`src/rtl/bin_to_bcd_if.sv`:
```
// Start/busy/done handshake bundle for the binary-to-BCD converter.
// master drives start/bin; slave returns status and result.
interface bin_to_bcd_if #(
    parameter int BIN_W  = 8,
    parameter int DIGITS = 2
);
    logic                  start;
    logic [BIN_W-1:0]      bin;
    logic                  busy;
    logic                  done;
    logic [4*DIGITS-1:0]   bcd;
    logic                  ovf;

    modport master (
        output start, bin,
        input  busy, done, bcd, ovf
    );

    modport slave (
        input  start, bin,
        output busy, done, bcd, ovf
    );
endinterface

```
`src/rtl/bin_to_bcd.sv`:
```
// Sequential binary to packed BCD converter (double dabble, 1 bit/clk).
// Optional macro BCD_SAT_EN: saturate bcd to all 9s on overflow.
module bin_to_bcd #(
    parameter int BIN_W  = 8,
    parameter int DIGITS = 2
) (
    input  logic         clk,
    input  logic         rst_n,
    bin_to_bcd_if.slave  bus
);
    function automatic int dig_cnt(input int w);
        logic [63:0] v;
        int          d;
        v = (64'd1 << w) - 64'd1;
        d = 0;
        do begin
            v = v / 64'd10;
            d++;
        end while (v != 64'd0);
        return d;
    endfunction

    localparam int DIG_INT = dig_cnt(BIN_W);
    localparam int ACC_W   = 4 * DIG_INT;
    localparam int OUT_W   = 4 * DIGITS;
    localparam int FW      = (ACC_W > OUT_W) ? ACC_W : OUT_W;
    localparam int CNT_W   = $clog2(BIN_W + 1);
    localparam logic [CNT_W-1:0] CNT_LAST = CNT_W'(BIN_W - 1);

    typedef enum logic [1:0] {
        IDLE,
        CONV,
        DONE
    } state_t;

    state_t             state;
    logic [ACC_W-1:0]   acc;
    logic [BIN_W-1:0]   shreg;
    logic [CNT_W-1:0]   cnt;
    logic               busy_q;
    logic               done_q;
    logic [OUT_W-1:0]   bcd_q;
    logic               ovf_q;

    logic [ACC_W-1:0]       acc_adj;
    logic [ACC_W+BIN_W-1:0] shifted;
    logic [ACC_W-1:0]       acc_next;
    logic [FW-1:0]          full_next;
    logic                   ovf_next;
    logic [OUT_W-1:0]       bcd_next;

    always_comb begin
        acc_adj = acc;
        for (int i = 0; i < DIG_INT; i++) begin
            if (acc[4*i +: 4] >= 4'd5)
                acc_adj[4*i +: 4] = acc[4*i +: 4] + 4'd3;
        end
        shifted   = {acc_adj, shreg} << 1;
        acc_next  = shifted[ACC_W+BIN_W-1:BIN_W];
        full_next = FW'(acc_next);
        // Any nonzero digit above the presented ones means overflow.
        ovf_next  = (full_next >> OUT_W) != '0;
`ifdef BCD_SAT_EN
        bcd_next  = ovf_next ? {DIGITS{4'h9}}
                             : full_next[OUT_W-1:0];
`else
        bcd_next  = full_next[OUT_W-1:0];
`endif
    end

    always_ff @(posedge clk or negedge rst_n) begin
        if (!rst_n) begin
            state  <= IDLE;
            acc    <= '0;
            shreg  <= '0;
            cnt    <= '0;
            busy_q <= 1'b0;
            done_q <= 1'b0;
            bcd_q  <= '0;
            ovf_q  <= 1'b0;
        end else begin
            done_q <= 1'b0;
            unique case (state)
                IDLE, DONE: begin
                    if (bus.start) begin
                        shreg  <= bus.bin;
                        acc    <= '0;
                        cnt    <= '0;
                        busy_q <= 1'b1;
                        state  <= CONV;
                    end else begin
                        busy_q <= 1'b0;
                        state  <= IDLE;
                    end
                end
                CONV: begin
                    {acc, shreg} <= shifted;
                    cnt          <= cnt + 1'b1;
                    if (cnt == CNT_LAST) begin
                        state  <= DONE;
                        busy_q <= 1'b0;
                        done_q <= 1'b1;
                        bcd_q  <= bcd_next;
                        ovf_q  <= ovf_next;
                    end
                end
                default: state <= IDLE;
            endcase
        end
    end

    assign bus.busy = busy_q;
    assign bus.done = done_q;
    assign bus.bcd  = bcd_q;
    assign bus.ovf  = ovf_q;
endmodule
```
`src/flat_wrapper.sv`:
```
// flat-port wrapper written by rule: the top's interface ports become plain ports
module bin_to_bcd_flat 
#(
    parameter int BIN_W  = 8,
    parameter int DIGITS = 2
)
  (clk, rst_n, bus_start, bus_bin, bus_busy, bus_done, bus_bcd, bus_ovf);
  bin_to_bcd_if #(.BIN_W(BIN_W), .DIGITS(DIGITS)) bus_i ();
  input  logic clk;
  input  logic rst_n;
  input wire logic [$bits(bus_i.start)-1:0] bus_start;
  input wire logic [$bits(bus_i.bin)-1:0] bus_bin;
  output wire logic [$bits(bus_i.busy)-1:0] bus_busy;
  output wire logic [$bits(bus_i.done)-1:0] bus_done;
  output wire logic [$bits(bus_i.bcd)-1:0] bus_bcd;
  output wire logic [$bits(bus_i.ovf)-1:0] bus_ovf;
  assign bus_i.start = bus_start;
  assign bus_i.bin = bus_bin;
  assign bus_busy = bus_i.busy;
  assign bus_done = bus_i.done;
  assign bus_bcd = bus_i.bcd;
  assign bus_ovf = bus_i.ovf;
  bin_to_bcd #(.BIN_W(BIN_W), .DIGITS(DIGITS)) u_core (.clk(clk), .rst_n(rst_n), .bus(bus_i));
endmodule
```
`config.mk`:
```
export PLATFORM = sky130hd
export DESIGN_NAME = bin_to_bcd_flat
export DESIGN_NICKNAME = d
export VERILOG_FILES = /design/src/rtl/bin_to_bcd_if.sv /design/src/rtl/bin_to_bcd.sv /design/src/flat_wrapper.sv
export SDC_FILE = /design/constraint.sdc
export NUM_CORES = 1
export LEC_CHECK = 0
export ABC_AREA = 1
export BUFFER_PORTS_ARGS = -buffer_cell sky130_fd_sc_hd__buf_2
export CORE_MARGIN = 2
export CORE_UTILIZATION = 45
export DETAILED_ROUTE_END_ITERATION = 7
export PLACE_DENSITY = 0.7
export SYNTH_ARGS = -nofsm -noshare
export SYNTH_HDL_FRONTEND = slang
export SYNTH_SLANG_ARGS = --single-unit
```
`constraint.sdc`:
```
create_clock -name clk -period 1.6 [get_ports clk]
set_clock_uncertainty 0.15 [all_clocks]
set_input_delay 0 -clock clk [delete_from_list [all_inputs] [get_ports clk]]
set_output_delay 0 -clock clk [all_outputs]
set_load 0.05 [all_outputs]
```
Word-level counts from Yosys, hierarchy flattened
Cells that the tools add are included.
{"block": "totals", "ff_bits": 37, "word_cells": 44, "ram_bits": 0, "mem_count": 0, "latchBits": 0, "romBits": 0}
{"block": "classes", "add_sub_neg": 4, "reduce_logical": 7, "n_mul": 0, "bitwise": 0, "eq_ne": 5, "shift": 0, "n_div": 0, "n_mux": 17, "order_cmp": 3}
{"operator": "$pmux W12 S2", "n": 1}
{"operator": "$pmux W8 S2", "n": 1}
{"operator": "$ge A4 B3 Y1 const B", "n": 3}
{"operator": "$mux W12", "n": 1}
{"operator": "$mux W4", "n": 3}
{"operator": "$reduce_bool A12 Y1", "n": 1}
{"operator": "$add A4 B2 Y4 const B", "n": 2}
{"operator": "$mux W8", "n": 1}
{"operator": "$pmux W4 S2", "n": 1}
{"operator": "$reduce_and A2 Y1", "n": 3}
{"operator": "$mux W1", "n": 5}
{"operator": "$add A4 B1 Y4 const B", "n": 1}
{"operator": "$eq A4 B3 Y1 const B", "n": 1}
{"operator": "$pmux W2 S2", "n": 1}
{"operator": "$add A3 B2 Y3 const B", "n": 1}
{"operator": "$mux W3", "n": 1}
{"operator": "$eq A2 B1 Y1 const B", "n": 1}
{"operator": "$eq A2 B2 Y1 const B", "n": 1}
{"operator": "$logic_not A2 Y1", "n": 1}
{"operator": "$mux W2", "n": 1}
{"operator": "$ne A2 B1 Y1 const B", "n": 1}
{"operator": "$ne A2 B2 Y1 const B", "n": 1}
{"operator": "$pmux W1 S2", "n": 1}
{"operator": "$reduce_bool A2 Y1", "n": 1}
{"operator": "$reduce_or A2 Y1", "n": 1}

Depth between registers and ports, before layout
Gate-level depths: netlist of the first run.
{"block": "depth", "depth_word": 4, "mapped_depth": 9}

Worst setup path before layout of the first run
OpenSTA, ideal clock, no wires.
{"block": "synth_path", "kind": "reg2reg", "start": "reg u_core.acc[4]", "end": "reg u_core.acc[6]", "synth_period_minus_slack_ns": 1.443, "slack_ns": 0.157, "required_ns": 1.322, "path_stages_with_launch": 8, "path_buffers": 0, "arrival_ns": 1.165, "cell_sequence": "dfrtp_1 inv_1 ha_1 inv_1 o21ai_0 nand2_1 o21ai_0 o21ai_0"}
{"block": "synth_via", "elab_chain_len": 3, "word_cells_on_any_way": 4, "cone_classes": "1 x add/sub; 1 x order compare; 2 x mux"}
{"element": "start, declared", "line_no": "bin_to_bcd.sv:37", "rtl": "logic [ACC_W-1:0] acc;"}
{"element": "start signal, assigned", "line_no": "bin_to_bcd.sv:97", "rtl": "{acc, shreg} <= shifted;"}
{"element": "$add A4 B2 Y4 or $ge A4 B3 Y1 (tied branches)", "line_no": "bin_to_bcd.sv:56, bin_to_bcd.sv:55"}
{"element": "$mux W4 (*)", "line_no": "bin_to_bcd.sv:55", "rtl": "if (acc[4*i +: 4] >= 4'd5)"}
{"element": "$pmux W12 S2 (*)", "line_no": "bin_to_bcd.sv:83", "rtl": "unique case (state)"}
Every way passes the cells marked *; elsewhere a longest branch is shown, timed or not.
A chain may end at the register's enable or synchronous reset.

Worst setup path after layout of the first run
{"block": "layout_path", "start": "reg u_core.acc[4]", "end": "reg u_core.bcd_q[5], in the netlist u_core.bus.bcd[5]"}
{"block": "layout_via", "elab_chain_len": 2, "word_cells_on_any_way": 3, "cone_classes": "1 x add/sub; 1 x order compare; 1 x mux"}
{"element": "$add A4 B2 Y4 or $ge A4 B3 Y1 (tied branches)", "line_no": "bin_to_bcd.sv:56, bin_to_bcd.sv:55"}
{"element": "$mux W4 (*)", "line_no": "bin_to_bcd.sv:55"}
{"element": "end signal, assigned", "line_no": "bin_to_bcd.sv:103", "rtl": "bcd_q <= bcd_next;"}
{"element": "end, declared", "line_no": "bin_to_bcd.sv:42", "rtl": "logic [OUT_W-1:0] bcd_q;"}
Marks and branches as above.

==> impl_metrics.py, run 1 <==
metrics = {
    "critical_path": {
        "cp-startpoint": "u_core.acc[4]",
        "regToRegStartpoint": "u_core.acc[4]",
        "timing.reg2reg.setup_slack_ps": 70,
        "end_kind": "flip-flop",
        "crit_end": "u_core.bus.bcd[5]",
        "worst-path-max-fanout": 5,
        "cp.arrival_ps": 1550,
        "cpPeakStageDelay_ps": 450,
        "start_kind": "flip-flop",
        "r2r-end": "u_core.bus.bcd[5]",
        "ff2ff_path_depth": 8,
        "cp_cell_sequence": "inv_2, ha_4, inv_1, o21ai_2, nand2_2, xor2_2, nand2_1, nand2_1",
        "worstPathRequired_ps": 1630,
        "crit_top_cell": "nand2_1",
        "slowest_stage": "dfrtp_2",
        "worstSetupPathType": "flip-flop to flip-flop",
    },
    "synthesis": {
        "ys_ff_latch": 37,
        "netlist_area_mm2": 0.00178,
        "synth_cell_types": 24,
        "synth.avg_cell_area_um2": 8.95,
        "yosysWarnings": 0,
        "synth_top_area_cell": "dfrtp_1",
        "synthTopCellsByArea": "dfrtp_1 52%, nand2_1 9.3%, inv_1 5.9%",
        "yosysSeqAreaShare": 0.520,
        "synth_fp_nets": 217,
        "syn_inst": 199,
        "synth.top_cell.area_share": 0.520,
    },
    "finish": {
        "final_cells": 302,
        "antennaDiodeCount": 0,
        "drive_above_1_share": 0.252,
        "area_growth_pct": 31.8,
        "design_area_mm2": 0.00235,
        "final_nets": 271,
        "n_fill_cell": 316,
        "utilization": 0.627,
    },
    "sta": {
        "worstMarginPinSlew_ps": 302,
        "max_freq_ghz": 0.656,
        "relSlewSlack": 0.797,
        "period_minus_slack_ps": 1530,
        "drv_slew": 0,
        "finalCritPeriodShare": 0.953,
        "hold_violations": 0,
        "setup_tns_ps": 0,
        "setup_viol": 0,
        "rsz0062_at_grt": "no",
    },
    "die": {
        "die_w_um": 66.9,
        "fp.dieH_um": 66.9,
        "row_count": 22,
        "ios": 22,
        "die_area_mm2": 0.00448,
        "start_util": 0.476,
        "core_area_mm2": 0.00374,
    },
    "placed_design": {
        "placed_cells": 272,
        "dp_hpwl_mm": 2.48,
        "dpl-instance-area_mm2": 0.00201,
        "io_buffers": 21,
        "routabilityCongestion": 0.867,
    },
    "detailed_routing": {
        "wl_per_cell_um": 12.9,
        "vias": 1525,
        "dr.first_iter.drc_count": 136,
        "wl_mm": 3.88,
        "route.detailed.drc": 0,
        "dr.pass1.iters": 4,
        "via_per_inst": 5.05,
        "drtAntennaViolNets": 0,
    },
    "pwr": {
        "peakVddDrop_v": 0.00103,
        "clockPowerShare": 0.122,
        "pwr-share-comb": 0.553,
        "power.internal_uw": 2720,
        "p_leak_uw": 0.00115,
        "cellPowerDensity_mw_per_mm2": 2170,
        "p_sw_frac": 0.465,
        "p_switching_uw": 2360,
        "seqPwrFrac": 0.325,
    },
    "global_routing": {
        "overflow": 0,
        "track_usage": 0.212,
        "gr-usage-met3": 0.0693,
        "busiest_layer": "met2",
        "antenna_found_initial": 0,
        "grt_use_met2": 0.339,
        "grt_pass1_vias": 1537,
        "grt_pass1_wl_mm": 6.96,
        "use_met1": 0.266,
        "grt_max_degree": 38,
    },
    "clock_tree": {
        "numCtsBuffers": 5,
        "clock_latency_ps": 290,
        "clk_path_buf_depth": 2,
        "cts.sink_count": 37,
        "htree_levels": 2,
        "path_clk_slew_ps": 70,
        "cts_root_buf": "clkbuf_8",
        "cts_tree": "yes",
    },
    "status": {
        "status": "complete, no violations",
    },
    "run": {
        "maxCapViolCount": 0,
    },
    "worst_hold_path": {
        "hold_class": "primary input to asynchronous set/reset pin",
    },
}
metrics by stage:
stage          setup slack (ps)  hold WS (ps)  power (uW)
2_1_floorplan               157          -446        3530
3_3_place_gp               75.0          -175        4110
3_5_place_dp               23.8          -171        4170
4_1_cts                    17.1          52.5        4850
5_1_grt                    2.50          78.2        5580
6_report                   74.7          44.0        5080
cell usage after synthesis:
| master | n |
|---|---|
| nand2_1 | 44 |
| nand4_1 | 2 |
| o21ai_0 | 16 |
| ha_1 | 7 |
| o21ai_1 | 2 |
| nand2_4 | 1 |
| o221ai_1 | 7 |
| inv_2 | 4 |
| inv_1 | 28 |
| o31ai_1 | 1 |
| xor2_1 | 2 |
| nand2_2 | 2 |
| o21ai_2 | 3 |
| buf_6 | 3 |
| a31oi_1 | 1 |
| nor2_1 | 10 |
| a21oi_1 | 6 |
| nand3_1 | 11 |
| nor2_4 | 1 |
| a22o_1 | 1 |
| o22ai_1 | 6 |
| o211ai_1 | 1 |
| dfrtp_1 | 37 |
| buf_2 | 3 |
registers in the layout (all words and copies together), names as in the netlist:
name	count
u_core.shreg	8
u_core.cnt	4
u_core.bus.bcd	8
u_core.acc	12
u_core.state	2
u_core.bus.busy	1
u_core.bus.ovf	1
u_core.bus.done	1
power by group through the flow:
stage	logic, uW	clock network, uW	registers, uW
final	2810	619	1650
after global routing	3190	689	1700
after CTS	2580	633	1630
after detailed placement	2530	0	1650
after global placement	2480	0	1630
after floorplan	1500	0	2020
critical path: cells and delay by family, from the launching register on:
family,cells,cell delay (ps)
AO/OA/AOI/OAI,1,130
XOR/XNOR,1,160
adder cells (fa/ha/maj),1,140
buffers and inverters,2,140
flip-flops,1,450
AND/OR/NAND/NOR,3,230
cell usage in the layout (no fill, tap or decap), types with 6 or more instances in the layout:
cell and count:
o221ai_1 7, nand2_1 41, buf_2 21, buf_4 11, o22ai_1 6, inv_1 26, o21ai_0 10, nor2_1 10
nand3_1 11, dlygate4sd3_1 18, o21ai_1 6, dfrtp_1 35
timing repair:
item,CTS,global route
hold buffers,18,0
endpoints found under the setup margin,0,13
gates resized for setup,0,21
endpoints found under the hold margin,46,0
buffers inserted,0,4
worst min path at each step:
stage / endpoint / slack (ps) / depth (start not counted)
floorplan: u_core.acc[0] / -450 / 0
global placement: u_core.shreg[0] / -170 / 2
detailed placement: u_core.shreg[0] / -170 / 2
CTS: u_core.bus.busy / 50 / 3
global route: u_core.shreg[6] / 80 / 3
finish: u_core.acc[0] / 40 / 3
routing by layer:
metal | vias up | routed length, um | part of all wire
li1 | 762 | - | -
met2 | 41 | 1870 | 0.48
met5 | - | 0 | 0
met3 | 6 | 197 | 0.051
met1 | 716 | 1740 | 0.45
met4 | 0 | 76 | 0.020
logic make-up after synthesis:
family	after synthesis	synth area share
AND/OR/NAND/NOR	71	0.171
buffers and inverters	38	0.0949
flip-flops	37	0.520
adder cells (fa/ha/maj)	7	0.0492
AO/OA/AOI/OAI	44	0.155
XOR/XNOR	2	0.00984
area by class of cell:
| type | instances | area (um^2) | share of cell area |
|---|---|---|---|
| clock buffer | 8 | 80.1 | 0.0341 |
| inverter | 32 | 123 | 0.0523 |
| multi-input combinational | 124 | 727 | 0.310 |
| sequential | 37 | 928 | 0.396 |
| tap | 48 | 60.1 | 0.0256 |
| timing repair buffer | 53 | 428 | 0.182 |
Power figures use the tool's default switching activity.
==> run 2: changes to the inputs <==
Settings changed: CELL_PAD_IN_SITES_DETAIL_PLACEMENT from default to 1, CELL_PAD_IN_SITES_GLOBAL_PLACEMENT from default to 1, CORE_UTILIZATION 45 to 43, PLACE_DENSITY 0.7 to default, PLACE_DENSITY_LB_ADDON from default to 0.1.
==> run 2 against run 1 <==
Sequential share of layout area increased by 0.20 points. Global-route usage rose by 1.3 points. Design area shrank 0.64%. Core utilization fell by 4.4 points. Via count is 2.2% higher. Non-clock buffer count is 2 lower. Power is 3.9% higher. Critical path depth stayed put. Largest cell class unchanged.
==> impl_metrics.py, run 2 (same netlist as run 1, synthesis figures left out) <==
metrics = {
    "status": {
        "status": "complete, no violations",
    },
    "pwr": {
        "power.internal_uw": 2730,
        "peakVddDrop_v": 0.000869,
        "power.total_uw": 5280,
        "clockPowerShare": 0.125,
        "seqPwrFrac": 0.313,
        "p_switching_uw": 2550,
        "p_sw_frac": 0.483,
        "cellPowerDensity_mw_per_mm2": 2260,
        "pwr-share-comb": 0.561,
        "p_leak_uw": 0.00115,
    },
    "finish": {
        "final_nets": 269,
        "largest-register": "u_core.acc",
        "largest_register_ffs": 12,
        "layout_commonest_cell": "nand2_1",
        "n_fill_cell": 477,
        "design_area_mm2": 0.00233,
        "antennaDiodeCount": 0,
        "drive_above_1_share": 0.271,
        "final_cell_mix": "39 x nand2_1, 36 x dfrtp_1, 26 x inv_1",
        "area_growth_pct": 30.9,
    },
    "global_routing": {
        "grt_pass1_wl_mm": 7.76,
        "overflow": 0,
        "track_usage": 0.225,
        "grt_pass1_vias": 1658,
        "grt_max_degree": 38,
        "antenna_found_initial": 0,
    },
    "critical_path": {
        "cp_num_buf_inv": 2,
        "cpPeakStageDelay_ps": 440,
        "crit_family": "flip-flops",
        "start_kind": "flip-flop",
        "end_kind": "flip-flop",
        "cp_cell_sequence": "inv_2, ha_4, inv_1, o21ai_2, nand2_2, xor2_2, nand2_1, nand2_1",
        "cp_num_cells": 8,
        "worst-path-max-fanout": 4,
        "cp.arrival_ps": 1580,
        "worstSetupPathType": "flip-flop to flip-flop",
        "worstPathRequired_ps": 1630,
        "slowest_stage": "dfrtp_2",
        "crit_top_cell": "nand2_1",
        "ff2ff_path_depth": 8,
    },
    "die": {
        "fp.dieH_um": 68.3,
        "die_w_um": 68.3,
        "die_area_mm2": 0.00467,
        "start_util": 0.445,
        "ios": 22,
        "row_count": 23,
        "core_area_mm2": 0.00400,
    },
    "clock_tree": {
        "htree_levels": 2,
        "cts_tree": "yes",
        "path_clk_slew_ps": 80,
        "cts.sink_count": 37,
        "numCtsBuffers": 5,
        "clock_latency_ps": 290,
        "clk_path_buf_depth": 2,
        "cts_root_buf": "clkbuf_8",
    },
    "detailed_routing": {
        "wl_mm": 4.73,
        "vias": 1559,
        "drtAntennaViolNets": 0,
        "dr.first_iter.drc_count": 99,
        "wl_per_cell_um": 15.7,
        "route.detailed.drc": 0,
        "via_per_inst": 5.18,
        "dr.pass1.iters": 4,
    },
    "worst_hold_path": {
        "worstHoldPathCells": 3,
        "hold_class": "primary input to flip-flop",
    },
    "run": {
        "maxCapViolCount": 0,
    },
    "placed_design": {
        "routabilityCongestion": 0.849,
        "dpl-instance-area_mm2": 0.00194,
        "io_buffers": 21,
        "dp_hpwl_mm": 3.06,
    },
    "sta": {
        "drv_slew": 0,
        "relSlewSlack": 0.684,
        "whs_ps": 86.4,
        "period_minus_slack_ps": 1550,
        "finalCritPeriodShare": 0.971,
        "hold_violations": 0,
        "worstMarginPinSlew_ps": 474,
        "max_freq_ghz": 0.644,
        "setup_viol": 0,
    },
}
run 2: changes by cell type in the layout (fill, tap and decap cells not counted), moves of 2 or more:
cell / before / now
buf_12: 3 / 0
o21ai_1: 6 / 3
buf_4: 11 / 13
clkbuf_1: 3 / 1
nand2_1: 41 / 39
o21ai_2: 5 / 7
run 2: final timing paths:
kind	from	to	slack, ps
setup reg to reg	u_core.acc[4]	u_core.bus.bcd[5]	50
max in group asynchronous	rst_n	u_core.acc[4]	820
hold / removal	bus_start	u_core.state[0]	90
setup / recovery	u_core.acc[4]	u_core.bus.bcd[5]	50
min in group asynchronous	rst_n	u_core.bus.bcd[0]	130
hold reg to reg	u_core.bus.bcd[1]	u_core.bus.bcd[1]	330
run 2: cell type report:
cell class,instances,area [um^2],area share
sequential,37,927,0.398
inverter,32,125,0.0537
tap,50,62.6,0.0268
multi-input combinational,124,757,0.325
clock buffer,7,86.3,0.0370
timing repair buffer,51,373,0.160
run 2: tightest hold or removal path, delay by kind of cell:
family	cells	cell delay, ps
and+or+nand+nor	1	190
AOI/OAI and AO/OA	1	130
buffers and inverters	1	160
run 2: layer usage:
| layer | share of wire | track usage | wire (um) | up-vias |
|---|---|---|---|---|
| li1 | - | - | - | 755 |
| met1 | 0.44 | 0.286 | 2090 | 767 |
| met2 | 0.51 | 0.368 | 2400 | 26 |
| met3 | 0.032 | 0.0510 | 152 | 11 |
| met4 | 0.019 | 0.0950 | 91 | 0 |
| met5 | 0 | 0 | 0 | - |
run 2: through the flow:
stage / TNS [ps] / setup WS (ps) / std cells / util
5_1_grt: -73.4 / -42.0 / 301 / 0.583
2_1_floorplan: 0 / 157 / 199 / -
3_3_place_gp: -36.1 / -26.9 / 270 / 0.486
6_report: 0 / 46.9 / 301 / 0.583
4_1_cts: 0 / 12.8 / 295 / 0.556
3_5_place_dp: -224 / -97.6 / 270 / 0.486
run 2: power by group through the flow:
| stage | logic (uW) | registers, uW | clock network (uW) |
|---|---|---|---|
| after floorplan | 1500 | 2020 | 0 |
| after global placement | 2430 | 1630 | 0 |
| after detailed placement | 2560 | 1660 | 0 |
| after CTS | 2700 | 1650 | 678 |
| after global routing | 3310 | 1700 | 723 |
| final | 2960 | 1650 | 662 |
run 2: what timing repair did:
action | in CTS | in global routing
hold endpoints to repair | 45 | 0
buffers inserted | 1 | 6
pin swaps | 3 | 3
endpoints found under the setup margin | 4 | 20
resized for setup | 10 | 17
hold buffers | 17 | 0
